==> src/rtl/mem_port_arbiter_pkg.sv <==
// mem_arb_pkg: shared states, grant encoding and default widths for the memory port arbiter.
package mem_arb_pkg;
    localparam int DEF_ADDR_W  = 32;
    localparam int DEF_DATA_W  = 32;
    localparam int DEF_TIMEOUT = 64;

    typedef enum logic [1:0] {IDLE, BUSY_I, BUSY_D, DONE} state_e;
    typedef enum logic {GNT_I = 1'b0, GNT_D = 1'b1} grant_e;

    function automatic int wdt_width(input int timeout);
        return timeout == 0 ? 1 : $clog2(timeout + 1);
    endfunction
endpackage

==> src/rtl/mem_port_arbiter_if.sv <==
// mem_port_arbiter_if: fetch, data and memory handshake signals of the arbiter.
interface mem_port_arbiter_if
    import mem_arb_pkg::*;
#(
    parameter int ADDR_W = DEF_ADDR_W,
    parameter int DATA_W = DEF_DATA_W
);
    logic              i_req_i, i_ack_o, i_err_o;
    logic [ADDR_W-1:0] i_addr_i;
    logic [DATA_W-1:0] i_rdata_o;
    logic              d_req_i, d_we_i, d_ack_o, d_err_o;
    logic [ADDR_W-1:0] d_addr_i;
    logic [DATA_W-1:0] d_wdata_i, d_rdata_o;
    logic              mem_req_o, mem_we_o, mem_ack_i;
    logic [ADDR_W-1:0] mem_addr_o;
    logic [DATA_W-1:0] mem_wdata_o, mem_rdata_i;
    logic              busy_o;

    modport slave (
        input  i_req_i, i_addr_i, d_req_i, d_we_i, d_addr_i, d_wdata_i, mem_ack_i, mem_rdata_i,
        output i_ack_o, i_rdata_o, i_err_o, d_ack_o, d_rdata_o, d_err_o,
               mem_req_o, mem_we_o, mem_addr_o, mem_wdata_o, busy_o
    );
    modport master (
        output i_req_i, i_addr_i, d_req_i, d_we_i, d_addr_i, d_wdata_i, mem_ack_i, mem_rdata_i,
        input  i_ack_o, i_rdata_o, i_err_o, d_ack_o, d_rdata_o, d_err_o,
               mem_req_o, mem_we_o, mem_addr_o, mem_wdata_o, busy_o
    );
endinterface

==> src/rtl/mem_port_arbiter_wdt.sv <==
// mem_arb_wdt: saturating watchdog counting stalled BUSY cycles; expire flags the last allowed one.
module mem_arb_wdt
    import mem_arb_pkg::*;
#(
    parameter int TIMEOUT = DEF_TIMEOUT
) (
    input  logic clk_i,
    input  logic rst_i,
    input  logic clear,
    input  logic enable,
    output logic expire
);
    localparam int W = wdt_width(TIMEOUT);
    localparam logic [W-1:0] LAST = W'(TIMEOUT == 0 ? 0 : TIMEOUT - 1);

    logic [W-1:0] r_cnt;

    always_ff @(posedge clk_i) begin
        if (!rst_i || clear) r_cnt <= '0;
        else if (enable && r_cnt != '1) r_cnt <= r_cnt + 1'b1;
    end

    assign expire = TIMEOUT != 0 && r_cnt == LAST;
endmodule

==> src/rtl/mem_port_arbiter.sv <==
// mem_port_arbiter: round-robin arbitration of one variable-latency memory between fetch (I) and data (D).
module mem_port_arbiter
    import mem_arb_pkg::*;
#(
    parameter int ADDR_W  = DEF_ADDR_W,
    parameter int DATA_W  = DEF_DATA_W,
    parameter int TIMEOUT = DEF_TIMEOUT
) (
    input  logic               clk_i,
    input  logic               rst_i,
    mem_port_arbiter_if.slave  bus
);
    state_e            r_state;
    grant_e            r_last;
    logic              w_gnt_d, w_expire;
    logic [ADDR_W-1:0] w_addr;
    logic [DATA_W-1:0] w_rdata;

    // On a tie the requester that was not served last wins.
    assign w_gnt_d = bus.d_req_i && (!bus.i_req_i || r_last == GNT_I);
    assign w_addr  = w_gnt_d ? bus.d_addr_i : bus.i_addr_i;
    assign w_rdata = bus.mem_we_o ? '0 : bus.mem_rdata_i;

    mem_arb_wdt #(.TIMEOUT(TIMEOUT)) u_wdt (
        .clk_i  (clk_i),
        .rst_i  (rst_i),
        .clear  (r_state == IDLE),
        .enable ((r_state == BUSY_I || r_state == BUSY_D) && !bus.mem_ack_i),
        .expire (w_expire)
    );

    always_ff @(posedge clk_i) begin
        if (!rst_i) begin
            r_state         <= IDLE;
            r_last          <= GNT_I;
            bus.i_ack_o     <= 1'b0;
            bus.i_err_o     <= 1'b0;
            bus.i_rdata_o   <= '0;
            bus.d_ack_o     <= 1'b0;
            bus.d_err_o     <= 1'b0;
            bus.d_rdata_o   <= '0;
            bus.mem_req_o   <= 1'b0;
            bus.mem_we_o    <= 1'b0;
            bus.mem_addr_o  <= '0;
            bus.mem_wdata_o <= '0;
            bus.busy_o      <= 1'b0;
        end else begin
            bus.i_ack_o <= 1'b0;
            bus.i_err_o <= 1'b0;
            bus.d_ack_o <= 1'b0;
            bus.d_err_o <= 1'b0;
            case (r_state)
                IDLE: if (bus.i_req_i || bus.d_req_i) begin
                    r_state         <= w_gnt_d ? BUSY_D : BUSY_I;
                    r_last          <= w_gnt_d ? GNT_D : GNT_I;
                    bus.mem_req_o   <= 1'b1;
                    bus.mem_we_o    <= w_gnt_d && bus.d_we_i;
                    bus.mem_addr_o  <= w_addr;
                    bus.mem_wdata_o <= w_gnt_d ? bus.d_wdata_i : '0;
                    bus.busy_o      <= 1'b1;
                end
                // A memory ack in the expiry cycle takes priority over the timeout.
                BUSY_I, BUSY_D: if (bus.mem_ack_i || w_expire) begin
                    r_state       <= DONE;
                    bus.mem_req_o <= 1'b0;
                    if (r_state == BUSY_D) begin
                        bus.d_ack_o   <= 1'b1;
                        bus.d_err_o   <= !bus.mem_ack_i;
                        bus.d_rdata_o <= bus.mem_ack_i ? w_rdata : '0;
                    end else begin
                        bus.i_ack_o   <= 1'b1;
                        bus.i_err_o   <= !bus.mem_ack_i;
                        bus.i_rdata_o <= bus.mem_ack_i ? w_rdata : '0;
                    end
                end
                DONE: begin
                    r_state    <= IDLE;
                    bus.busy_o <= 1'b0;
                end
                default: r_state <= IDLE;
            endcase
        end
    end
endmodule
==> src/flat_wrapper.sv <==
// flat-port wrapper written by rule: the top's interface ports become plain ports
module mem_port_arbiter_flat import mem_arb_pkg::*;
#(
    parameter int ADDR_W  = DEF_ADDR_W,
    parameter int DATA_W  = DEF_DATA_W,
    parameter int TIMEOUT = DEF_TIMEOUT
)
  (clk_i, rst_i, bus_i_req_i, bus_i_addr_i, bus_d_req_i, bus_d_we_i, bus_d_addr_i, bus_d_wdata_i, bus_mem_ack_i, bus_mem_rdata_i, bus_i_ack_o, bus_i_rdata_o, bus_i_err_o, bus_d_ack_o, bus_d_rdata_o, bus_d_err_o, bus_mem_req_o, bus_mem_we_o, bus_mem_addr_o, bus_mem_wdata_o, bus_busy_o);
  mem_port_arbiter_if #(.ADDR_W(ADDR_W), .DATA_W(DATA_W)) bus_i ();
  input  logic clk_i;
  input  logic rst_i;
  input wire logic [$bits(bus_i.i_req_i)-1:0] bus_i_req_i;
  input wire logic [$bits(bus_i.i_addr_i)-1:0] bus_i_addr_i;
  input wire logic [$bits(bus_i.d_req_i)-1:0] bus_d_req_i;
  input wire logic [$bits(bus_i.d_we_i)-1:0] bus_d_we_i;
  input wire logic [$bits(bus_i.d_addr_i)-1:0] bus_d_addr_i;
  input wire logic [$bits(bus_i.d_wdata_i)-1:0] bus_d_wdata_i;
  input wire logic [$bits(bus_i.mem_ack_i)-1:0] bus_mem_ack_i;
  input wire logic [$bits(bus_i.mem_rdata_i)-1:0] bus_mem_rdata_i;
  output wire logic [$bits(bus_i.i_ack_o)-1:0] bus_i_ack_o;
  output wire logic [$bits(bus_i.i_rdata_o)-1:0] bus_i_rdata_o;
  output wire logic [$bits(bus_i.i_err_o)-1:0] bus_i_err_o;
  output wire logic [$bits(bus_i.d_ack_o)-1:0] bus_d_ack_o;
  output wire logic [$bits(bus_i.d_rdata_o)-1:0] bus_d_rdata_o;
  output wire logic [$bits(bus_i.d_err_o)-1:0] bus_d_err_o;
  output wire logic [$bits(bus_i.mem_req_o)-1:0] bus_mem_req_o;
  output wire logic [$bits(bus_i.mem_we_o)-1:0] bus_mem_we_o;
  output wire logic [$bits(bus_i.mem_addr_o)-1:0] bus_mem_addr_o;
  output wire logic [$bits(bus_i.mem_wdata_o)-1:0] bus_mem_wdata_o;
  output wire logic [$bits(bus_i.busy_o)-1:0] bus_busy_o;
  assign bus_i.i_req_i = bus_i_req_i;
  assign bus_i.i_addr_i = bus_i_addr_i;
  assign bus_i.d_req_i = bus_d_req_i;
  assign bus_i.d_we_i = bus_d_we_i;
  assign bus_i.d_addr_i = bus_d_addr_i;
  assign bus_i.d_wdata_i = bus_d_wdata_i;
  assign bus_i.mem_ack_i = bus_mem_ack_i;
  assign bus_i.mem_rdata_i = bus_mem_rdata_i;
  assign bus_i_ack_o = bus_i.i_ack_o;
  assign bus_i_rdata_o = bus_i.i_rdata_o;
  assign bus_i_err_o = bus_i.i_err_o;
  assign bus_d_ack_o = bus_i.d_ack_o;
  assign bus_d_rdata_o = bus_i.d_rdata_o;
  assign bus_d_err_o = bus_i.d_err_o;
  assign bus_mem_req_o = bus_i.mem_req_o;
  assign bus_mem_we_o = bus_i.mem_we_o;
  assign bus_mem_addr_o = bus_i.mem_addr_o;
  assign bus_mem_wdata_o = bus_i.mem_wdata_o;
  assign bus_busy_o = bus_i.busy_o;
  mem_port_arbiter #(.ADDR_W(ADDR_W), .DATA_W(DATA_W), .TIMEOUT(TIMEOUT)) u_core (.clk_i(clk_i), .rst_i(rst_i), .bus(bus_i));
endmodule
==> config.mk <==
export PLATFORM = sky130hd
export DESIGN_NAME = mem_port_arbiter_flat
export DESIGN_NICKNAME = d
export VERILOG_FILES = /design/src/rtl/mem_port_arbiter_pkg.sv /design/src/rtl/mem_port_arbiter_if.sv /design/src/rtl/mem_port_arbiter_wdt.sv /design/src/rtl/mem_port_arbiter.sv /design/src/flat_wrapper.sv
export SDC_FILE = /design/constraint.sdc
export NUM_CORES = 1
export LEC_CHECK = 0
export ABC_CLOCK_PERIOD_IN_PS = 3200
export BUFFER_PORTS_ARGS = -buffer_cell sky130_fd_sc_hd__buf_2
export CAP_MARGIN = 20
export CORE_ASPECT_RATIO = 1.25
export CORE_MARGIN = 8
export CORE_UTILIZATION = 52
export CTS_BUF_LIST = sky130_fd_sc_hd__clkbuf_2 sky130_fd_sc_hd__clkbuf_4 sky130_fd_sc_hd__clkbuf_8
export CTS_CLUSTER_SIZE = 12
export DETAILED_ROUTE_END_ITERATION = 16
export PLACE_DENSITY = 0.88
export SYNTH_ARGS = -nofsm -noshare
export SYNTH_HDL_FRONTEND = slang
export SYNTH_SLANG_ARGS = --single-unit
==> constraint.sdc <==
create_clock -name clk_i -period 3.2 [get_ports clk_i]
set_input_delay 0.32 -clock clk_i [delete_from_list [all_inputs] [get_ports clk_i]]
set_output_delay 0.32 -clock clk_i [all_outputs]
set_load 0.005 [all_outputs]
# Word level (Yosys, flattened, before mapping)
# Cells that the tools add are included.
# totals
register_bits,145
latch_bits,0
ram_bits,0
rom_bits,0
input_bits,134
out_inout_bits,135
elab_cells,67
memories,0
# classes
add_sub_neg,1
mul,0
n_div,0
order_cmp,0
eq_ne,7
shift,0
n_mux,15
n_bitwise,5
reduce_logical,25
# ops
cell,count
32-bit 2-to-1 mux,4
3-bit AND reduction,4
7-bit by 1-bit adder with 7-bit output (second input constant),1
7-bit by 6-bit == test with 1-bit output (second input constant),1
7-bit inequality test (second input constant),1
2-bit 2-to-1 mux,3
2-bit case mux with 3 select lines,1
2-bit AND reduction,3
1-bit logical OR,5
1-bit 2-to-1 mux,5
1-bit inverter,5
2-bit == test (second input constant),2
1-bit logical AND,4
2-bit by 1-bit inequality test with 1-bit output (second input constant),2
1-bit case mux with 2 select lines,2
4-bit AND reduction,1
2-bit nonzero test,2
4-bit OR reduction,1
1-bit logical NOT,3
2-bit by 1-bit == test with 1-bit output (second input constant),1
2-bit logical NOT,1
2-bit OR reduction,1

# Depth between registers and ports, before layout
# Gate-level depths: netlist of the first run.
# depth
ltp_word,6
mapped_depth,8
mapped_depth_nobuf,6

# By module
# A second synthesis of the first run with hierarchy kept.
# hier_totals
cells_unflattened,661
area_unflattened_um2,5746.8
# by_module_without_submodules
module,n_inst,cells_each,area_each_um2,seq_area_each_um2
mem_port_arbiter,1,621,5376.4,2762.6
mem_arb_wdt,1,40,370.4,140.1

# Least setup slack after synthesis of the first run
# No wires, ideal clock.
# synth_timing
path_kind,register to register
start,reg u_core.r_state[1]
end,reg u_core.u_wdt.r_cnt[5]
setup_time_ps,116
arrival_ps,1502
required_ps,3084
setup_slack_ps,1582
path_stages_with_launch,7
n_path_buf,0
synth_period_minus_slack_ps,1618
path_cell_list,dfxtp_1 inv_1 ha_1 nand2b_1 a311oi_2 a311oi_1 a41o_1
# synth_via
elab_chain_len,4
elab_cells_between_ends,7
classes_between,eq/ne: 2; reduce/logical: 5
# synth_rtl
element,line,rtl
start: declaration,mem_port_arbiter.sv:13,state_e r_state;
start signal: assignment,mem_port_arbiter.sv:54,r_state <= w_gnt_d ? BUSY_D : BUSY_I;
2-bit by 1-bit == test with 1-bit output or 2-bit == test (tied branches),mem_port_arbiter.sv:28,".enable ((r_state == BUSY_I || r_state == BUSY_D) && !bus.mem_ack_i),"
1-bit logical OR,mem_port_arbiter.sv:28,
1-bit logical AND,mem_port_arbiter.sv:28,
1-bit logical AND,mem_port_arbiter_wdt.sv:20,else if (enable && r_cnt != '1) r_cnt <= r_cnt + 1'b1;
end signal: assignment,mem_port_arbiter_wdt.sv:20,
end: declaration,mem_port_arbiter_wdt.sv:16,logic [W-1:0] r_cnt;
# Several ways; a longest one is shown, not always the timed one.
# A chain may end at the register's enable or synchronous reset.

# Final worst setup path of the first run
# layout_timing
start,reg u_core.r_state[0]
end,reg u_core.bus.mem_req_o
# layout_via
elab_chain_len,4
elab_cells_between_ends,9
classes_between,eq/ne: 4; mux: 1; reduce/logical: 4
# layout_rtl
element,line,rtl
2-bit == test or 2-bit by 1-bit == test with 1-bit output (tied branches),mem_port_arbiter.sv:52,case (r_state)
2-bit OR reduction,mem_port_arbiter.sv:52,
2-bit by 1-bit inequality test with 1-bit output (no source line) or 2-bit nonzero test (tied branches),--,
3-bit AND reduction (no source line),--,
end signal: assignment,mem_port_arbiter.sv:42,bus.mem_req_o <= 1'b0;
end signal: assignment,mem_port_arbiter.sv:56,bus.mem_req_o <= 1'b1;
end signal: assignment,mem_port_arbiter.sv:65,bus.mem_req_o <= 1'b0;
end: declaration,mem_port_arbiter_if.sv:22,"mem_req_o, mem_we_o, mem_addr_o, mem_wdata_o, busy_o"
# Several ways; a longest one is shown, not always the timed one.

==> summary.txt, run 1 <==
GR Util met1: 21.9%
NumNets Final: 971
filler-free cell count of the finished design: 976
area grow syn2layout: 31.4%
CTS resizes: 0
flop2flop setup slack: 1.27 ns
Worst Path Buf+Inv: 3
number of H-tree branching levels: 4
met3 Resource Use GR: 6.27%
Worst Setup End Kind: register
hold_sp: bus_d_wdata_i[10]
Max Slew Vio Count: 0
busiest grt layer: met2
Total Routing Usage GR: 22.1%
min-delay worst type: input port to register
I/O Pins: 269
largest net degree at the start of global routing: 70
PD cells: 717 nW/um^2
first-pass GRT wire length: 25,500 microns
Pleak: 3.93 nW
most frequent CP cell: inv_1
unrepaired setup endpoints after global routing: false
Die ar.: 14,500 sq um
Initial DRC Count: 237
worst-path maximum fanout: 27
Core Footprint: 10,600 sq um
synthesized instance count: 578
Max-Slew Margin vs Limit: 42.7%
DRC viols: 0
antenna cells: 0
Sw Ratio: 33.1%
final worst-path setup slack: 1.27 ns
Reg2Reg Depth: 7
Detail Route Antenna Nets: 0
maximum clock frequency: 517 MHz
Min Hold Slack: 0.128 ns
crit path time final: 1.93 ns
Comb pwr share: 30.0%
Net Switching: 1.76 mW
routability congestion estimate from global placement: 0.817
CP Class: register to register
detailed-route wire length: 16,300 microns
CP arrival: 2.27 ns
crit path cell chain: inv_1 -> ha_1 -> inv_1 -> nor2_4 -> buf_4 -> a21oi_1 -> a311oi_1
clk sinks: 145
Synthesized Nets: 718
Largest delay share family, worst path: buffers and inverters
IO buf count: 268
TritonCTS clock tree: built
postcts setup bufs: 0
clk root buf: clkbuf_8
antenna violations before repair: 0
CP required: 3.54 ns
R2R Path Start: u_core.r_state[0]$_SDFFE_PN0P_
share of layout cells above drive strength 1: 37.7%
CTS buffer count: 17
DR pass1 iterations: 4
slowest stage delay, CP: 0.34 ns
Clock power frac: 27.7%
vias in the first global route: 5,192
total grt overflow: 0
setup TNS: 0 ns
placed insts: 944
Pint: 3.56 mW
max-cap check violation count: 0
Clock Skews: 0.0106 ns
Setup Viol. Count Final: 0
WL/cell: 16.7 microns
Mapped Area: 5650 sq um
met2 usage: 40.6%
Initial Util: 53.2%
Die Wd: 109 microns
period utilisation layout: 60.5%
status: completed
clk slew on worst S/H paths: 0.08 ns
WHS Endpoint: u_core.bus.mem_wdata_o[10]$_SDFFE_PN0P_
DP Worst Slack: 1.22 ns
Cells on Worst Hold Path: 3
hold buffer count at cts: 0
synth unique cells: 39
capturing point of the worst reg2reg path: u_core.bus.mem_req_o$_SDFFE_PN0P_
via/cell ratio: 5.21
average size of a mapped cell: 9.77 sq um
Pwr Total: 5.32 mW
Synth Warn #: 0
Detail Placement HPWL: 12,000 microns
Final Hold Fails: 0
vias: 5,083
worst slew pin tran: 0.860 ns
slowest CP cell: buf_4
worst vdd ir: 0.372 mV
CTS Buffer Depth: 2
worst skew pair latency: 0.43 ns
CP startpoint kind: register
Yosys reg bits: 145
Vert. Die Dim: 133 microns
Core Rows: 42
sequential-to-total area share from yosys stat: 51.4%
Reg power frac: 42.3%
## registers in the layout, indices dropped and copies added (netlist names)
signal,flops
u_core.bus.mem_wdata_o,32
u_core.bus.i_ack_o,1
u_core.bus.d_rdata_o,32
u_core.bus.i_rdata_o,32
u_core.r_state,2
u_core.r_last,1
u_core.bus.mem_we_o,1
u_core.bus.d_ack_o,1
u_core.bus.i_err_o,1
u_core.bus.mem_req_o,1
u_core.bus.d_err_o,1
u_core.bus.busy_o,1
u_core.bus.mem_addr_o,32
u_core.u_wdt.r_cnt,7
## cells in the mapped netlist, drive strengths merged
cell | n | area [sq um]
nand2b | 1 | 6.26
inv | 4 | 15.0
and3 | 1 | 6.26
xnor2 | 2 | 17.5
a211o | 1 | 8.76
buf | 22 | 154
a311oi | 5 | 50.0
mux2i | 97 | 971
and2 | 1 | 6.26
nor2 | 77 | 289
o21a | 1 | 7.51
and3b | 1 | 8.76
a21oi | 7 | 35.0
a21boi | 2 | 15.0
dfxtp | 145 | 2900
clkinv | 1 | 3.75
nor4 | 1 | 6.26
a31oi | 2 | 18.8
and4 | 1 | 8.76
o21ai | 1 | 5.00
ha | 6 | 75.1
a21o | 2 | 16.3
a41o | 1 | 10.0
clkbuf | 20 | 75.1
nor2b | 1 | 6.26
nand3 | 2 | 10.0
a211oi | 33 | 248
nor3 | 2 | 10.0
a22oi | 33 | 248
nand2 | 104 | 405
o41ai | 1 | 8.76
## cell usage in the layout (no fill, tap or decap), types with 2 or more instances in the layout
master	Yosys	layout
clkinv_2	0	3
clkinv_4	0	2
clkbuf_8	0	17
a211oi_1	33	33
xnor2_1	2	2
clkbuf_4	0	2
buf_2	9	268
nand2_1	102	102
nor2_1	77	75
nor3_1	2	2
inv_1	4	4
ha_1	6	6
a311oi_1	4	4
nand2_4	2	2
nand3_1	2	2
bufinv_16	0	3
a22oi_1	33	33
a21oi_1	7	7
mux2i_1	97	97
clkinvlp_4	0	4
dfxtp_1	145	145
buf_4	4	8
## cells by family after synthesis
family	count (synthesis)	share of synthesized area [%]
simple gates	192	13.5
flops	145	51.4
mux	97	17.2
compound gates	89	11.9
buf+inv	47	4.39
fa+ha+maj	6	1.33
xor+xnor	2	0.310
## worst max path at each step
| stage | start | endpoint | slack [ns] | cells past startpoint |
|---|---|---|---|---|
| 5_1_grt | u_core.r_state[0]$_SDFFE_PN0P_ | u_core.bus.mem_req_o$_SDFFE_PN0P_ | 1.08 | 7 |
| 4_1_cts | u_core.r_state[0]$_SDFFE_PN0P_ | u_core.bus.mem_req_o$_SDFFE_PN0P_ | 1.25 | 7 |
| 3_3_place_gp | bus_d_req_i | u_core.bus.mem_wdata_o[21]$_SDFFE_PN0P_ | 1.27 | 7 |
| 2_1_floorplan | u_core.r_state[1]$_SDFFE_PN0P_ | u_core.u_wdt.r_cnt[5]$_SDFFE_PP0P_ | 1.58 | 6 |
| 6_report | u_core.r_state[0]$_SDFFE_PN0P_ | u_core.bus.mem_req_o$_SDFFE_PN0P_ | 1.27 | 7 |
| 3_5_place_dp | bus_i_req_i | u_core.bus.mem_wdata_o[0]$_SDFFE_PN0P_ | 1.22 | 7 |
## layout make-up
type | count | area, sq um
clock buffers | 19 | 249
well taps | 132 | 165
fillers | 872 | 3190
multi-input cells | 386 | 2520
repair buffers | 276 | 1400
inverters | 5 | 18.8
clock inverters | 13 | 161
flip-flops and latches | 145 | 2900
## worst register-to-register path: stages, from the launching register on
cell and delay [ns]:
dfxtp_1 0.33, inv_1 0.14, ha_1 0.26, inv_1 0.12, nor2_4 0.33, buf_4 0.34
a21oi_1 0.10, a311oi_1 0.23
## power by group through the flow
stage               clock [mW]  combinational, mW  sequential (mW)
finish                    1.47               1.60             2.25
global route              1.59               1.75             2.29
CTS                       1.50               1.61             2.25
detailed placement           0               1.59             2.29
global placement             0               1.56             2.28
floorplan                    0              0.998             2.32
## layer usage
metal,vias up,routed length (microns)
met2,192,8650
li1,2508,-
met3,32,1360
met1,2351,5870
met5,-,0
met4,0,462
## metrics by stage
| step | util [%] | instance area, sq um |
|---|---|---|
| 2_1_floorplan | - | 5650 |
| 3_3_place_gp | 66.0 | 7010 |
| 3_5_place_dp | 66.0 | 7010 |
| 4_1_cts | 69.9 | 7420 |
| 5_1_grt | 69.9 | 7420 |
| 6_report | 69.9 | 7420 |
Power figures use the tool's default switching activity.
==> run 2: changes to the inputs <==
- ABC_CLOCK_PERIOD_IN_PS: 3200 -> 1600
- CORE_UTILIZATION: 52 -> 43
- PLACE_DENSITY: 0.88 -> 0.78
- clock period: 3.2 -> 1.6 ns (I/O delays scaled with it)
==> summary.txt, run 2 (same netlist as run 1, synthesis figures left out) <==
Die ar.: 17,100 sq um (+18%)
Max Slew Vio Count: 0 (unchanged)
period utilisation layout: 98.4% (+38 points)
max-cap check violation count: 0 (unchanged)
total grt overflow: 0 (unchanged)
Pleak: 4.37 nW (+11%)
antenna violations before repair: 0 (unchanged)
clk slew on worst S/H paths: 0.09 ns (about the same)
NumNets Final: 1,058 (+9.0%)
share of layout cells above drive strength 1: 37.7% (about the same)
worst slew pin tran: 0.400 ns (-0.460 ns)
DR pass1 iterations: 5 (+1)
area grow syn2layout: 51.2%
status: completed
routability congestion estimate from global placement: 0.813 (-0.50%)
worst vdd ir: 0.728 mV (+96%)
via/cell ratio: 5.06 (-2.8%)
largest net degree at the start of global routing: 68 (-2.9%)
R2R Path Start: u_core.u_wdt.r_cnt[1]$_SDFFE_PP0P_
Worst Setup End Kind: register
number of H-tree branching levels: 4 (unchanged)
Core Rows: 47 (+12%)
CP required: 1.94 ns (-1.60 ns)
CP Class: register to register
first-pass GRT wire length: 28,200 microns (+11%)
detailed-route wire length: 18,600 microns (+14%)
worst-path maximum fanout: 5 (-81%)
worst skew pair latency: 0.43 ns (about the same)
final worst-path setup slack: 0.0263 ns (-1.24 ns)
CP arrival: 1.91 ns (-0.36 ns)
setup TNS: 0 ns (unchanged)
Pwr Total: 11.5 mW (+120%)
hold_sp: bus_mem_rdata_i[12]
Post-DP Area: 7360 sq um (+5.0%)
Reg2Reg Depth: 6 (-1)
Max-Slew Margin vs Limit: 73.3% (+31 points)
CP startpoint kind: register
IO buf count: 268 (unchanged)
Initial Util: 43.3% (-9.9 points)
Final Hold Fails: 0 (unchanged)
Initial DRC Count: 331 (+40%)
TritonCTS clock tree: built
WHS Endpoint: u_core.bus.i_rdata_o[12]$_SDFFE_PN0P_
antenna cells: 0 (unchanged)
Cells on Worst Hold Path: 3 (unchanged)
Final Core Density: 65.4% (-4.5 points)
Min Hold Slack: 0.0390 ns (-0.0892 ns)
Setup Viol. Count Final: 0 (unchanged)
placed insts: 1,003 (+6.3%)
design area: 8540 sq um (+15%)
DP Worst Slack: -0.0468 ns (-1.26 ns)
most frequent cells in the layout: buf_2 (268), dfxtp_1 (142), nand2_1 (102)
crit path time final: 1.57 ns (-0.361 ns)
Detail Route Antenna Nets: 0 (unchanged)
vias: 5,579 (+9.8%)
CTS buffer count: 17 (unchanged)
maximum clock frequency: 635 MHz (+23%)
most common cell after layout, fill and taps aside: buf_2
CTS Buffer Depth: 2 (unchanged)
I/O Pins: 269 (unchanged)
PD cells: 1340 nW/um^2 (+87%)
filler-free cell count of the finished design: 1,102 (+13%)
DRC viols: 0 (unchanged)
Detail Placement HPWL: 12,700 microns (+6.5%)
flop2flop setup slack: 0.03 ns (-1.24 ns)
unrepaired setup endpoints after global routing: true
Core Footprint: 13,100 sq um (+23%)
Die Wd: 119 microns (+8.5%)
capturing point of the worst reg2reg path: u_core.r_state[0]$_SDFFE_PN0P_
vias in the first global route: 5,630 (+8.4%)
WL/cell: 16.9 microns (+0.90%)
clk root buf: clkbuf_8
clk sinks: 145 (unchanged)
Clock Skews: 0.0166 ns (+0.00604 ns)
min-delay worst type: input port to register
Vert. Die Dim: 144 microns (+8.8%)
Total Routing Usage GR: 20.4% (-1.7 points)
[run 2: cell types whose count changed in the layout (fill, tap and decap cells not counted), sizes merged]
cell	previous run	this run
clkbuf	19	21
bufinv	3	2
inv	6	11
clkinv	5	1
dlygate4sd3	0	64
buf	276	297
[run 2: worst max-delay path, cell delays in order (launching register included)]
cell and delay (ns):
dfxtp_2 0.35, ha_2 0.21, and3_4 0.21, buf_4 0.12
a21o_1 0.20, nand2_1 0.08, o41ai_2 0.29
[run 2: cell type report]
cell class	instances	area, sq um
Clock inverter	13	150
Tap cell	171	214
Sequential cell	145	2910
Clock buffer	19	249
Fill cell	1031	4520
Inverter	5	18.8
Timing Repair Buffer	363	2400
Multi-Input combinational cell	386	2600
[run 2: timing repair]
item | 4_1_cts | 5_1_grt
setup endpoints to repair | 36 | 43
buffers inserted | 0 | 1
hold buffers | 64 | 0
pin swaps | 1 | 4
resized for setup | 4 | 9
gates cloned | 0 | 2
hold endpoints to repair | 92 | 0
[run 2: report_power, final]
part	internal, mW	total, mW	switching (mW)
Clock	1.45	2.92	1.47
Combinational	1.94	4.05	2.11
Sequential	4.21	4.50	0.288
Total	7.60	11.5	3.86
[run 2: worst max path at each step]
stage	depth (start not counted)	start	to	slack, ns
finish	6	u_core.u_wdt.r_cnt[1]$_SDFFE_PP0P_	u_core.r_state[0]$_SDFFE_PN0P_	0.03
global route	6	u_core.u_wdt.r_cnt[0]$_SDFFE_PP0P_	u_core.bus.i_rdata_o[9]$_SDFFE_PN0P_	-0.05
CTS	6	u_core.u_wdt.r_cnt[0]$_SDFFE_PP0P_	u_core.r_state[0]$_SDFFE_PN0P_	0.006
detailed placement	6	u_core.u_wdt.r_cnt[0]$_SDFFE_PP0P_	u_core.bus.i_rdata_o[11]$_SDFFE_PN0P_	-0.05
global placement	6	u_core.u_wdt.r_cnt[0]$_SDFFE_PP0P_	u_core.bus.i_rdata_o[10]$_SDFFE_PN0P_	0.07
floorplan	6	u_core.r_state[0]$_SDFFE_PN0P_	u_core.u_wdt.r_cnt[5]$_SDFFE_PP0P_	0.007
[run 2: metal layers]
| layer | wire length [microns] | global-route usage [%] | part of all wire (%) | vias to the layer above |
|---|---|---|---|---|
| met2 | 9440 | 36.7 | 51 | 257 |
| met5 | 0 | 0 | 0 | - |
| met1 | 7330 | 21.2 | 39 | 2608 |
| met4 | 415 | 8.81 | 2.2 | 0 |
| li1 | - | - | - | 2682 |
| met3 | 1430 | 6.99 | 7.7 | 32 |
==> run 3: changes to the inputs <==
- CAP_MARGIN: 20 -> default
- PLACE_DENSITY: 0.78 -> 0.87
==> summary.txt, run 3 (same netlist as run 1, synthesis figures left out) <==
status: completed
clk sinks: 145 (unchanged)
I/O Pins: 269 (unchanged)
vias in the first global route: 5,887 (+4.6%)
antenna violations before repair: 2 (+2)
Total Routing Usage GR: 22.3% (+2.0 points)
placed insts: 999 (-0.40%)
max-cap check violation count: 0 (unchanged)
Core Footprint: 13,100 sq um (unchanged)
TritonCTS clock tree: built
period utilisation layout: 97.4% (-1.0 points)
Max-Slew Margin vs Limit: 76.9% (+3.6 points)
Detail Route Antenna Nets: 0 (unchanged)
worst slew pin tran: 0.343 ns (-0.0569 ns)
slowest CP cell: dfxtp_2
Die Wd: 119 microns (unchanged)
fillcell total: 958 (-7.1%)
share of layout cells above drive strength 1: 37.9% (+0.17 points)
Max Slew Vio Count: 0 (unchanged)
area of the multi-input gates: 2590 sq um (-0.34%)
first-pass GRT wire length: 30,600 microns (+8.4%)
worst vdd ir: 0.604 mV (-17%)
worst skew pair latency: 0.44 ns (about the same)
Initial Util: 43.3% (unchanged)
NumNets Final: 1,059 (+0.095%)
DR pass1 iterations: 5 (unchanged)
Die ar.: 17,100 sq um (unchanged)
flop2flop setup slack: 0.04 ns (+0.02 ns)
Final Core Density: 65.3% (about the same)
Initial DRC Count: 393 (+19%)
Final Hold Fails: 0 (unchanged)
routability congestion estimate from global placement: 0.831 (+2.2%)
Net Switching: 3.99 mW (+3.2%)
Vert. Die Dim: 144 microns (unchanged)
CTS Buffer Depth: 2 (unchanged)
Pwr Total: 11.4 mW (-0.58%)
maximum clock frequency: 642 MHz (+1.0%)
Reg power frac: 39.6% (+0.4 points)
CP arrival: 1.87 ns (-0.04 ns)
detailed-route wire length: 20,300 microns (+8.8%)
area grow syn2layout: 51.0% (about the same)
CP startpoint kind: register
number of H-tree branching levels: 4 (unchanged)
Cells on Worst Hold Path: 2 (-1)
min-delay worst type: input port to register
IO buf count: 268 (unchanged)
CTS buffer count: 17 (unchanged)
slowest stage delay, CP: 0.34 ns (about the same)
worst-path maximum fanout: 4 (-1)
Comb pwr share: 35.5% (+0.2 points)
largest net degree at the start of global routing: 46 (-32%)
CP Class: register to register
Reg2Reg Depth: 6 (unchanged)
total grt overflow: 0 (unchanged)
filler-free cell count of the finished design: 1,106 (+0.36%)
Detail Placement HPWL: 12,700 microns (-0.56%)
Clock Skews: 0.0254 ns (+0.00878 ns)
Clock power frac: 24.9% (-0.6 points)
CP required: 1.91 ns (-0.03 ns)
Setup Viol. Count Final: 0 (unchanged)
Core Rows: 47 (unchanged)
via/cell ratio: 5.19 (+2.4%)
FF/Latch Area: 2910 sq um (about the same)
crit path cell chain: inv_1 -> ha_4 -> nand2b_1 -> a31oi_2 -> mux2i_1 -> nor2_1
Pint: 7.41 mW (-2.5%)
PD cells: 1340 nW/um^2 (-0.51%)
Sw Ratio: 35.0% (+1.3 points)
most frequent cells in the layout: buf_2 (268), dfxtp_1 (141), nand2_1 (102)
Min Hold Slack: 0.0586 ns (+0.0196 ns)
DRC viols: 0 (unchanged)
most common cell after layout, fill and taps aside: buf_2
vias: 5,736 (+2.8%)
Worst Setup End Kind: register
clk slew on worst S/H paths: 0.10 ns (about the same)
WL/cell: 18.3 microns (+8.4%)
clk root buf: clkbuf_8
crit path time final: 1.56 ns (-0.0161 ns)
Pleak: 4.36 nW (-0.18%)
## run 3: layout make-up
type | count | share of cell area [%]
multi-input combinational | 386 | 30.4
clock buffer | 17 | 2.74
clock inverter | 15 | 1.76
timing repair buffer | 364 | 28.2
inverter | 5 | 0.220
sequential | 145 | 34.1
antenna | 3 | 0.0880
tap | 171 | 2.51
## run 3: worst paths after layout
path                                              from                                    to
setup / recovery        u_core.r_state[1]$_SDFFE_PN0P_    u_core.u_wdt.r_cnt[1]$_SDFFE_PP0P_
hold / removal                                   rst_i        u_core.bus.busy_o$_SDFFE_PN0P_
setup reg to reg        u_core.r_state[1]$_SDFFE_PN0P_    u_core.u_wdt.r_cnt[1]$_SDFFE_PP0P_
hold reg to reg   u_core.bus.d_rdata_o[9]$_SDFFE_PN0P_  u_core.bus.d_rdata_o[9]$_SDFFE_PN0P_
## run 3: repair_timing
action / in CTS / in global routing
gates resized for setup: 2 / 14
pin swaps: 0 / 3
endpoints found under the hold margin: 96 / 0
cloned: 1 / 3
buffers inserted: 0 / 2
hold buffers: 66 / 0
setup endpoints to repair: 4 / 60
## run 3: layer usage
| layer | track usage, % | vias up | wire (microns) |
|---|---|---|---|
| met1 | 22.9 | 2657 | 7520 |
| met5 | 0 | - | 0 |
| met3 | 9.34 | 57 | 2070 |
| met2 | 38.9 | 326 | 10000 |
| li1 | - | 2696 | - |
| met4 | 10.7 | 0 | 652 |
## run 3: power groups by stage
stage               Sequential [mW]  Combinational [mW]  Clock (mW)
finish                         4.52                4.04        2.84
CTS                            4.49                3.86        2.90
global placement               4.55                3.48           0
floorplan                      4.64                2.04           0
detailed placement             4.58                3.57           0
global route                   4.58                4.38        3.07
## run 3: through the flow
stage	setup TNS, ns	cell area, sq um	worst slack [ns]
finish	0	8530	0.0424
global route	-0.0722	8530	-0.0258
CTS	0	8380	0.0126
detailed placement	-0.0341	7290	-0.0137
global placement	0	7290	0.0375
floorplan	0	5660	0.00747
## run 3: worst max-delay path: cells and delay by family, from the launching register on
family          cells  cell delay, ns
flops               1            0.34
mux                 1            0.26
buf+inv             1            0.07
simple gates        2            0.19
compound gates      1            0.30
fa+ha+maj           1            0.27
